$ cat src/rtl/router_pkg.sv
// Shared constants and helpers for the 5-port mesh router.
package router_pkg;

    localparam int unsigned NPORT  = 5;
    localparam int unsigned FLIT_W = 8;

    localparam logic [2:0] PORT_L = 3'd0;
    localparam logic [2:0] PORT_N = 3'd1;
    localparam logic [2:0] PORT_E = 3'd2;
    localparam logic [2:0] PORT_S = 3'd3;
    localparam logic [2:0] PORT_W = 3'd4;

    localparam logic [2:0] SEL_NONE = 3'b111;
    localparam logic [2:0] PTR_RST  = PORT_W;

    typedef logic [2:0] port_idx_t;

    // Port index reached by stepping `step` places after `base`, modulo NPORT.
    function automatic port_idx_t rr_index(input port_idx_t base, input int unsigned step);
        int unsigned s;
        s = (32'(base) + step) % NPORT;
        return s[2:0];
    endfunction

endpackage

$ cat src/rtl/router_sw_alloc_rr_arb5.sv
// Five-request round-robin arbiter: one-hot grant, encoded winner, registered pointer.
module rr_arb5
    import router_pkg::*;
(
    input  logic             clk,
    input  logic             rst,
    input  logic [NPORT-1:0] req,
    output logic [NPORT-1:0] gnt,
    output port_idx_t        win_idx,
    output logic             win_valid
);

    port_idx_t ptr_q;
    port_idx_t ptr_d;
    port_idx_t cand;

    always_comb begin
        gnt       = '0;
        win_idx   = SEL_NONE;
        win_valid = 1'b0;
        cand      = '0;
        for (int unsigned k = 1; k <= NPORT; k++) begin
            cand = rr_index(ptr_q, k);
            if (!win_valid && req[cand]) begin
                gnt[cand] = 1'b1;
                win_idx   = cand;
                win_valid = 1'b1;
            end
        end
        ptr_d = win_valid ? win_idx : ptr_q;
    end

    always_ff @(posedge clk) begin
        if (!rst) begin
            ptr_q <= PTR_RST;
        end else begin
            ptr_q <= ptr_d;
        end
    end

endmodule

$ cat src/rtl/router_sw_alloc.sv
// Switch allocator and per-output credit controller for the 5-port mesh router.
module router_sw_alloc
    import router_pkg::*;
#(
    parameter int unsigned CREDITS = 4
) (
    input  logic                 clk,
    input  logic                 rst,
    input  logic [NPORT-1:0]     req_valid,
    input  logic [3*NPORT-1:0]   req_route,
    input  logic [NPORT-1:0]     ret_out,
    output logic [NPORT-1:0]     grant,
    output logic [3*NPORT-1:0]   xbar_sel,
    output logic [NPORT-1:0]     val_out,
    output logic [NPORT-1:0]     credit_avail,
    output logic                 err
);

    localparam logic [2:0] CRED_MAX = 3'(CREDITS);

    logic [NPORT-1:0]   arb_req [NPORT];
    logic [NPORT-1:0]   arb_gnt [NPORT];
    port_idx_t          arb_win [NPORT];
    logic               arb_hit [NPORT];

    logic [2:0]         credit_q [NPORT];
    logic [2:0]         credit_d [NPORT];
    logic [NPORT-1:0]   val_out_q, val_out_d;
    logic [3*NPORT-1:0] xbar_sel_q, xbar_sel_d;
    logic               err_q, err_d;

    logic [NPORT-1:0]   route_bad;
    port_idx_t          route;

    // Route decode: requests are steered to their output's arbiter only while
    // that output holds credit, and are suppressed entirely during reset.
    always_comb begin
        route_bad = '0;
        route     = '0;
        for (int unsigned o = 0; o < NPORT; o++) begin
            arb_req[o] = '0;
        end
        for (int unsigned i = 0; i < NPORT; i++) begin
            route = req_route[3*i +: 3];
            if (req_valid[i] && (32'(route) >= NPORT)) begin
                route_bad[i] = 1'b1;
            end
            for (int unsigned o = 0; o < NPORT; o++) begin
                if (rst && req_valid[i] && (route == 3'(o)) && (credit_q[o] != '0)) begin
                    arb_req[o][i] = 1'b1;
                end
            end
        end
    end

    for (genvar o = 0; o < NPORT; o++) begin : g_arb
        rr_arb5 u_arb (
            .clk       (clk),
            .rst       (rst),
            .req       (arb_req[o]),
            .gnt       (arb_gnt[o]),
            .win_idx   (arb_win[o]),
            .win_valid (arb_hit[o])
        );
    end

    always_comb begin
        grant = '0;
        for (int unsigned o = 0; o < NPORT; o++) begin
            grant = grant | arb_gnt[o];
        end
        grant = grant & {NPORT{rst}};
    end

    always_comb begin
        err_d      = err_q | (|route_bad);
        val_out_d  = '0;
        xbar_sel_d = '1;
        for (int unsigned o = 0; o < NPORT; o++) begin
            credit_d[o]          = credit_q[o];
            val_out_d[o]         = arb_hit[o];
            xbar_sel_d[3*o +: 3] = arb_hit[o] ? arb_win[o] : SEL_NONE;
            if (arb_hit[o] && !ret_out[o]) begin
                credit_d[o] = credit_q[o] - 3'd1;
            end else if (!arb_hit[o] && ret_out[o]) begin
                if (credit_q[o] == CRED_MAX) begin
                    err_d = 1'b1;
                end else begin
                    credit_d[o] = credit_q[o] + 3'd1;
                end
            end
        end
    end

    always_ff @(posedge clk) begin
        if (!rst) begin
            for (int unsigned o = 0; o < NPORT; o++) begin
                credit_q[o] <= CRED_MAX;
            end
            val_out_q  <= '0;
            xbar_sel_q <= '1;
            err_q      <= 1'b0;
        end else begin
            for (int unsigned o = 0; o < NPORT; o++) begin
                credit_q[o] <= credit_d[o];
            end
            val_out_q  <= val_out_d;
            xbar_sel_q <= xbar_sel_d;
            err_q      <= err_d;
        end
    end

    always_comb begin
        credit_avail = '0;
        for (int unsigned o = 0; o < NPORT; o++) begin
            credit_avail[o] = (credit_q[o] != '0);
        end
    end

    assign val_out  = val_out_q;
    assign xbar_sel = xbar_sel_q;
    assign err      = err_q;

endmodule

$ cat config.mk
export PLATFORM = sky130hd
export DESIGN_NAME = router_sw_alloc
export DESIGN_NICKNAME = d
export VERILOG_FILES = /design/src/rtl/router_pkg.sv /design/src/rtl/router_sw_alloc_rr_arb5.sv /design/src/rtl/router_sw_alloc.sv
export SDC_FILE = /design/constraint.sdc
export NUM_CORES = 1
export LEC_CHECK = 0
export CORE_ASPECT_RATIO = 0.6
export CORE_UTILIZATION = 55
export CTS_BUF_LIST = sky130_fd_sc_hd__clkbuf_16
export DETAILED_ROUTE_END_ITERATION = 10
export PLACE_DENSITY = 0.72
export RECOVER_POWER = 100
export SLEW_MARGIN = 20
export SYNTH_ARGS = -nofsm -noshare
export SYNTH_HDL_FRONTEND = slang
export SYNTH_HIERARCHICAL = 1
export SYNTH_SLANG_ARGS = --single-unit
$ cat constraint.sdc
create_clock -name clk -period 8.4 [get_ports clk]
set_input_delay 1.68 -clock clk [delete_from_list [all_inputs] [get_ports clk]]
set_output_delay 1.68 -clock clk [all_outputs]
set_load 0.03 [all_outputs]
# Word level (Yosys, flattened, before mapping)
# Memories as Yosys holds them, arrays and structs flattened.
# Index checks and enable logic that the tools add are counted.
[totals] ff_bits=36 memories=1 output_inout_bits=31 mem_bits_rw=15 in_bits=27 elab_cells=587
[op_classes] div_mod_pow=25 reduce_logical=161 n_bitwise=31 add_sub_neg=35 eq_ne=25 n_mux=242 magnitude_cmp=55
[memory_table] name="credit_q" words=5 word_bits=3 rd=5 rd_clocked_by_memory_dff=0 write_ports=5 line_no="router_sw_alloc.sv:26" text="logic [2:0] credit_q [NPORT];"
[op_table] operator="$mod 32x3->32 const B" n=25
[op_table] operator="$mux 3" n=45
[op_table] operator="$mux 5" n=25
[op_table] operator="$mux 1" n=122
[op_table] operator="$or 5x5->5" n=24
[op_table] operator="$logic_and 1x1->1" n=115
[op_table] operator="$lt 3x4->1 const B" n=25
[op_table] operator="$bmux 1 s3" n=25
[op_table] operator="$demux 1 s3" n=25
[op_table] operator="$ge 3x1->1 const B" n=25
[op_table] operator="$add 3x2->4 const B" n=10
[op_table] operator="$add 3x3->4 const B" n=10
[op_table] operator="$eq 3x2->1 const B" n=10
[op_table] operator="$eq 3x3->1 const B" n=10
[op_table] operator="$logic_not 1->1" n=30
[op_table] operator="$add 3x1->4 const B" n=5
[op_table] operator="$add 3x1->3 const B" n=5
[op_table] operator="$eq 3x1->1 const B" n=5
[op_table] operator="$ge 3x3->1 const B" n=5
[op_table] operator="$logic_not 3->1" n=5
[op_table] operator="$reduce_bool 3->1" n=5
[op_table] operator="$sub 3x1->3 const B" n=5
[op_table] operator="$reduce_and 2->1" n=5
[op_table] operator="$or 1x1->1" n=6
[op_table] operator="2 further kinds" n=2

# Longest topological paths before layout
[logic_depth] ltp_word=35 mapped_depth=22 depth_no_buf=21

# Hierarchy
# The synthesis kept the hierarchy.
[by_module_without_submodules] module="rr_arb5" cells_per_inst=343 n_inst=5 area_per_inst_um2=2412.3 seq_area_each_um2=60.1
[by_module_without_submodules] module="router_sw_alloc" cells_per_inst=228 n_inst=1 area_per_inst_um2=2029.4 seq_area_each_um2=720.7

# Least setup slack after synthesis
# OpenSTA, ideal clock, no wires.
[synth_timing] kind="in2out" start="in req_route[8]" end="out grant[3]" n_path_buf=1 path_slack_ns=2.000 required_time_ns=6.720 path_stages=11 arrival_ns=4.720 path_cell_list="and3b_1 > nor4b_1 > o21ai_0 > a211oi_1 > a21oi_1 > nor4b_2 > or4b_1 > buf_2 > o311ai_1 > or4_1 > o21a_1"
[synth_rtl] item="start, declared" line_no="router_sw_alloc.sv:10" text="input logic [3*NPORT-1:0] req_route,"
[synth_rtl] item="end, declared" line_no="router_sw_alloc.sv:12" text="output logic [NPORT-1:0] grant,"

==> flow_summary.ini <==
[global_routing]
overflow = 0
antenna_found_initial = 2
track_usage_pct = 34.7
grt_pass1_vias = 14100
grt_pass1_wl_microns = 75200
grt_start_max_net_pins = 42

[layout]
area_growth_pct = 7.80
fillers = 2237
final_area_sq_mm = 0.0152
post-route-util_pct = 61.6
final_nets = 2125
drive_gt1_share_pct = 11.8

[floorplan]
row_count = 44
start_util_pct = 57.1
core_area_sq_mm = 0.0247
die_y_microns = 126
die_w_microns = 209
dieArea_sq_mm = 0.0263
io_pins = 58

[sta]
rsz0062_at_grt = no
finalCritPeriodShare_pct = 96.7
max_freq_mhz = 123
min_period_ns = 8.12
hold_viol_final = 0
setup_viol = 0
clock_skew_ns = 0.00568
report.final.slew_viol_count = 0
tns_ns = 0
worst_slew_pin_slew_ns = 0.912
timing.final.ws_setup_ns = 0.279
slew_headroom_pct = 38.7

[clocking]
cts.clk_slew.worst_paths_ns = 0.07
insertion_delay_ns = 0.30
htree_num_levels = 2
numCtsBuffers = 5
postCtsHoldBufs = 0
cts_sinks = 51
clock_path_buffers = 2
cts-root-buf = clkbuf_16
cts_tree = built

[detailed_routing]
wl_per_cell_microns = 20.3
drt.antenna.violating_nets = 0
via_per_inst = 6.92
drtIter0Drc = 2054
wl_microns = 46700
drc_errors = 0
vias = 15900
drt_pass1_iterations = 6

[setup_path]
crit_required_ns = 6.72
start_kind = register
crit_path_max_fanout = 16
critPathCaptureType = primary output
worstSetupPathType = register to primary output
r2r-end = err
reg2reg_from = g_arb[1].u_arb/ptr_q[1]
r2r_cells = 20
reg2reg_slack_ns = 2.33
critical_path_arrival_ns = 6.44

[placement]
dp_hpwl_microns = 36900
place_congestion = 0.998
placed_cell_area_sq_mm = 0.0150
place_ws_ns = 0.686
port-buffer-count = 57

[logic_synthesis]
synth_fp_nets = 2095
synth_async_sr_flop_share_pct = 0
synth_cell_types = 88
syn-instance-count = 1943
synthTopCellsByArea = ha_1 (11%), dfxtp_1 (7.2%), o21ai_0 (4.8%), nor2_1 (4.6%), mux2i_1 (4.6%)
synth-seq-cells = 51
synth_ff_type = dfxtp_1
ys_warn_count = 6
synth_top_area_share_pct = 10.7
syn_area_sq_mm = 0.0141
avgSynthCellArea_sq_um = 7.25
synth_largest_area_cell = ha_1
ys_seq_area_share_pct = 7.25
synth_edf_count = 0

[worst_hold_path]
min_to = credit_q[0][12]
min_delay_path_depth = 2
hold_start = credit_q[0][12]
min_path_type = register to register

[job]
maxCapViolCount = 0

[status]
status = completed
## cells in the mapped netlist, drive strengths merged, types with 17 or more instances
cell type and number:
or3 21, clkbuf 26, o311ai 25, xnor2 50
o21a 35, nand4 20, mux2i 65, nor2b 30
ha 120, nor2 174, and2 40, o211ai 33
o21ai 145, or2 30, o221ai 20, nand2b 25
nor3 105, nor4 32, nand3b 17, a21oi 125
nand2 100, a211oi 30, o31ai 20, buf 72
dfxtp 51, nand3 35, o2111ai 21, inv 129
a21o 25, a31oi 25
## stage by stage
step / std cells / hold WS (ns)
2_1_floorplan: 1943 / 0.472
3_3_place_gp: 2288 / 0.490
3_5_place_dp: 2288 / 0.509
4_1_cts: 2296 / 0.519
5_1_grt: 2297 / 0.566
6_report: 2298 / 0.518
## final cells by class
class | instances | area, sq um | area share [%]
inverter | 129 | 484 | 3.19
multi-input combinational | 1665 | 12100 | 79.5
antenna | 2 | 5.00 | 0.0329
sequential | 51 | 1020 | 6.72
clock buffer | 5 | 125 | 0.824
tap | 322 | 403 | 2.65
timing repair buffer | 121 | 1030 | 6.77
clock inverter | 3 | 42.5 | 0.280
## cells by family after synthesis
group,count (synthesis),share of synthesized area [%]
flip-flops,51,7.25
multiplexers,75,5.55
XOR/XNOR,60,4.26
adder cells (fa/ha/maj),125,11.4
buffers and inverters,227,7.22
AO/OA/AOI/OAI,684,35.7
AND/OR/NAND/NOR,721,28.7
## worst max-delay path, stage by stage (launching register included)
cell       delay (ns)
dfxtp_1          0.69
inv_2            0.28
ha_1             0.50
inv_2            0.25
ha_1             0.21
inv_1            0.05
ha_1             0.28
or4bb_1          0.47
o2111ai_1        0.14
o31a_1           0.31
o211ai_1         0.17
a31oi_1          0.49
nor3_2           0.19
o2111a_1         0.24
a221oi_1         0.62
o221ai_1         0.28
or4_1            0.56
o21a_1           0.22
buf_4            0.17
## worst max path at each step
stage | startpoint | to | slack (ns) | cells past startpoint
final | g_arb[0].u_arb/ptr_q[0] | grant[0] | 0.28 | 18
after global routing | g_arb[0].u_arb/ptr_q[0] | grant[3] | 0.02 | 20
after CTS | g_arb[2].u_arb/ptr_q[1] | grant[3] | 0.35 | 20
after detailed placement | req_route[5] | grant[3] | 0.69 | 14
after global placement | req_route[11] | grant[3] | 0.71 | 13
after floorplan | req_route[8] | grant[3] | 2.00 | 11
## repair_timing
| action | CTS | global route |
|---|---|---|
| buffers inserted | 0 | 0 |
| setup endpoints to repair | 0 | 1 |
| gates resized for setup | 0 | 4 |
## state kept, by name, indices dropped and copies added, names as in the netlist
register	flops
credit_q	15
g_arb.u_arb/ptr_q	15
xbar_sel	15
val_out	5
err	1
## metal layers
| metal | GRT usage, % | vias up | routed length [microns] |
|---|---|---|---|
| met2 | 48.9 | 954 | 18300 |
| met5 | 0 | - | 13 |
| met3 | 7.48 | 73 | 5840 |
| met1 | 53.1 | 7401 | 21800 |
| li1 | - | 7478 | - |
| met4 | 6.36 | 2 | 841 |
## placed cells by master (no fill, tap or decap), types with 26 or more instances in the layout
master,n
dlygate4sd3_1,26
o21ai_0,135
and2_1,35
dfxtp_1,51
nor2_1,174
inv_1,117
ha_1,120
clkdlybuf4s50_1,26
nor4_1,30
nor2b_1,30
xnor2_1,45
a21oi_1,101
o211ai_1,33
nand3_1,35
nor3_1,95
mux2i_1,65
o21a_1,35
buf_4,66
nand2_1,100
Power is left out: the tool's default activity adds up to more than one toggle a clock period on the data nets, which glitch-free logic cannot reach.
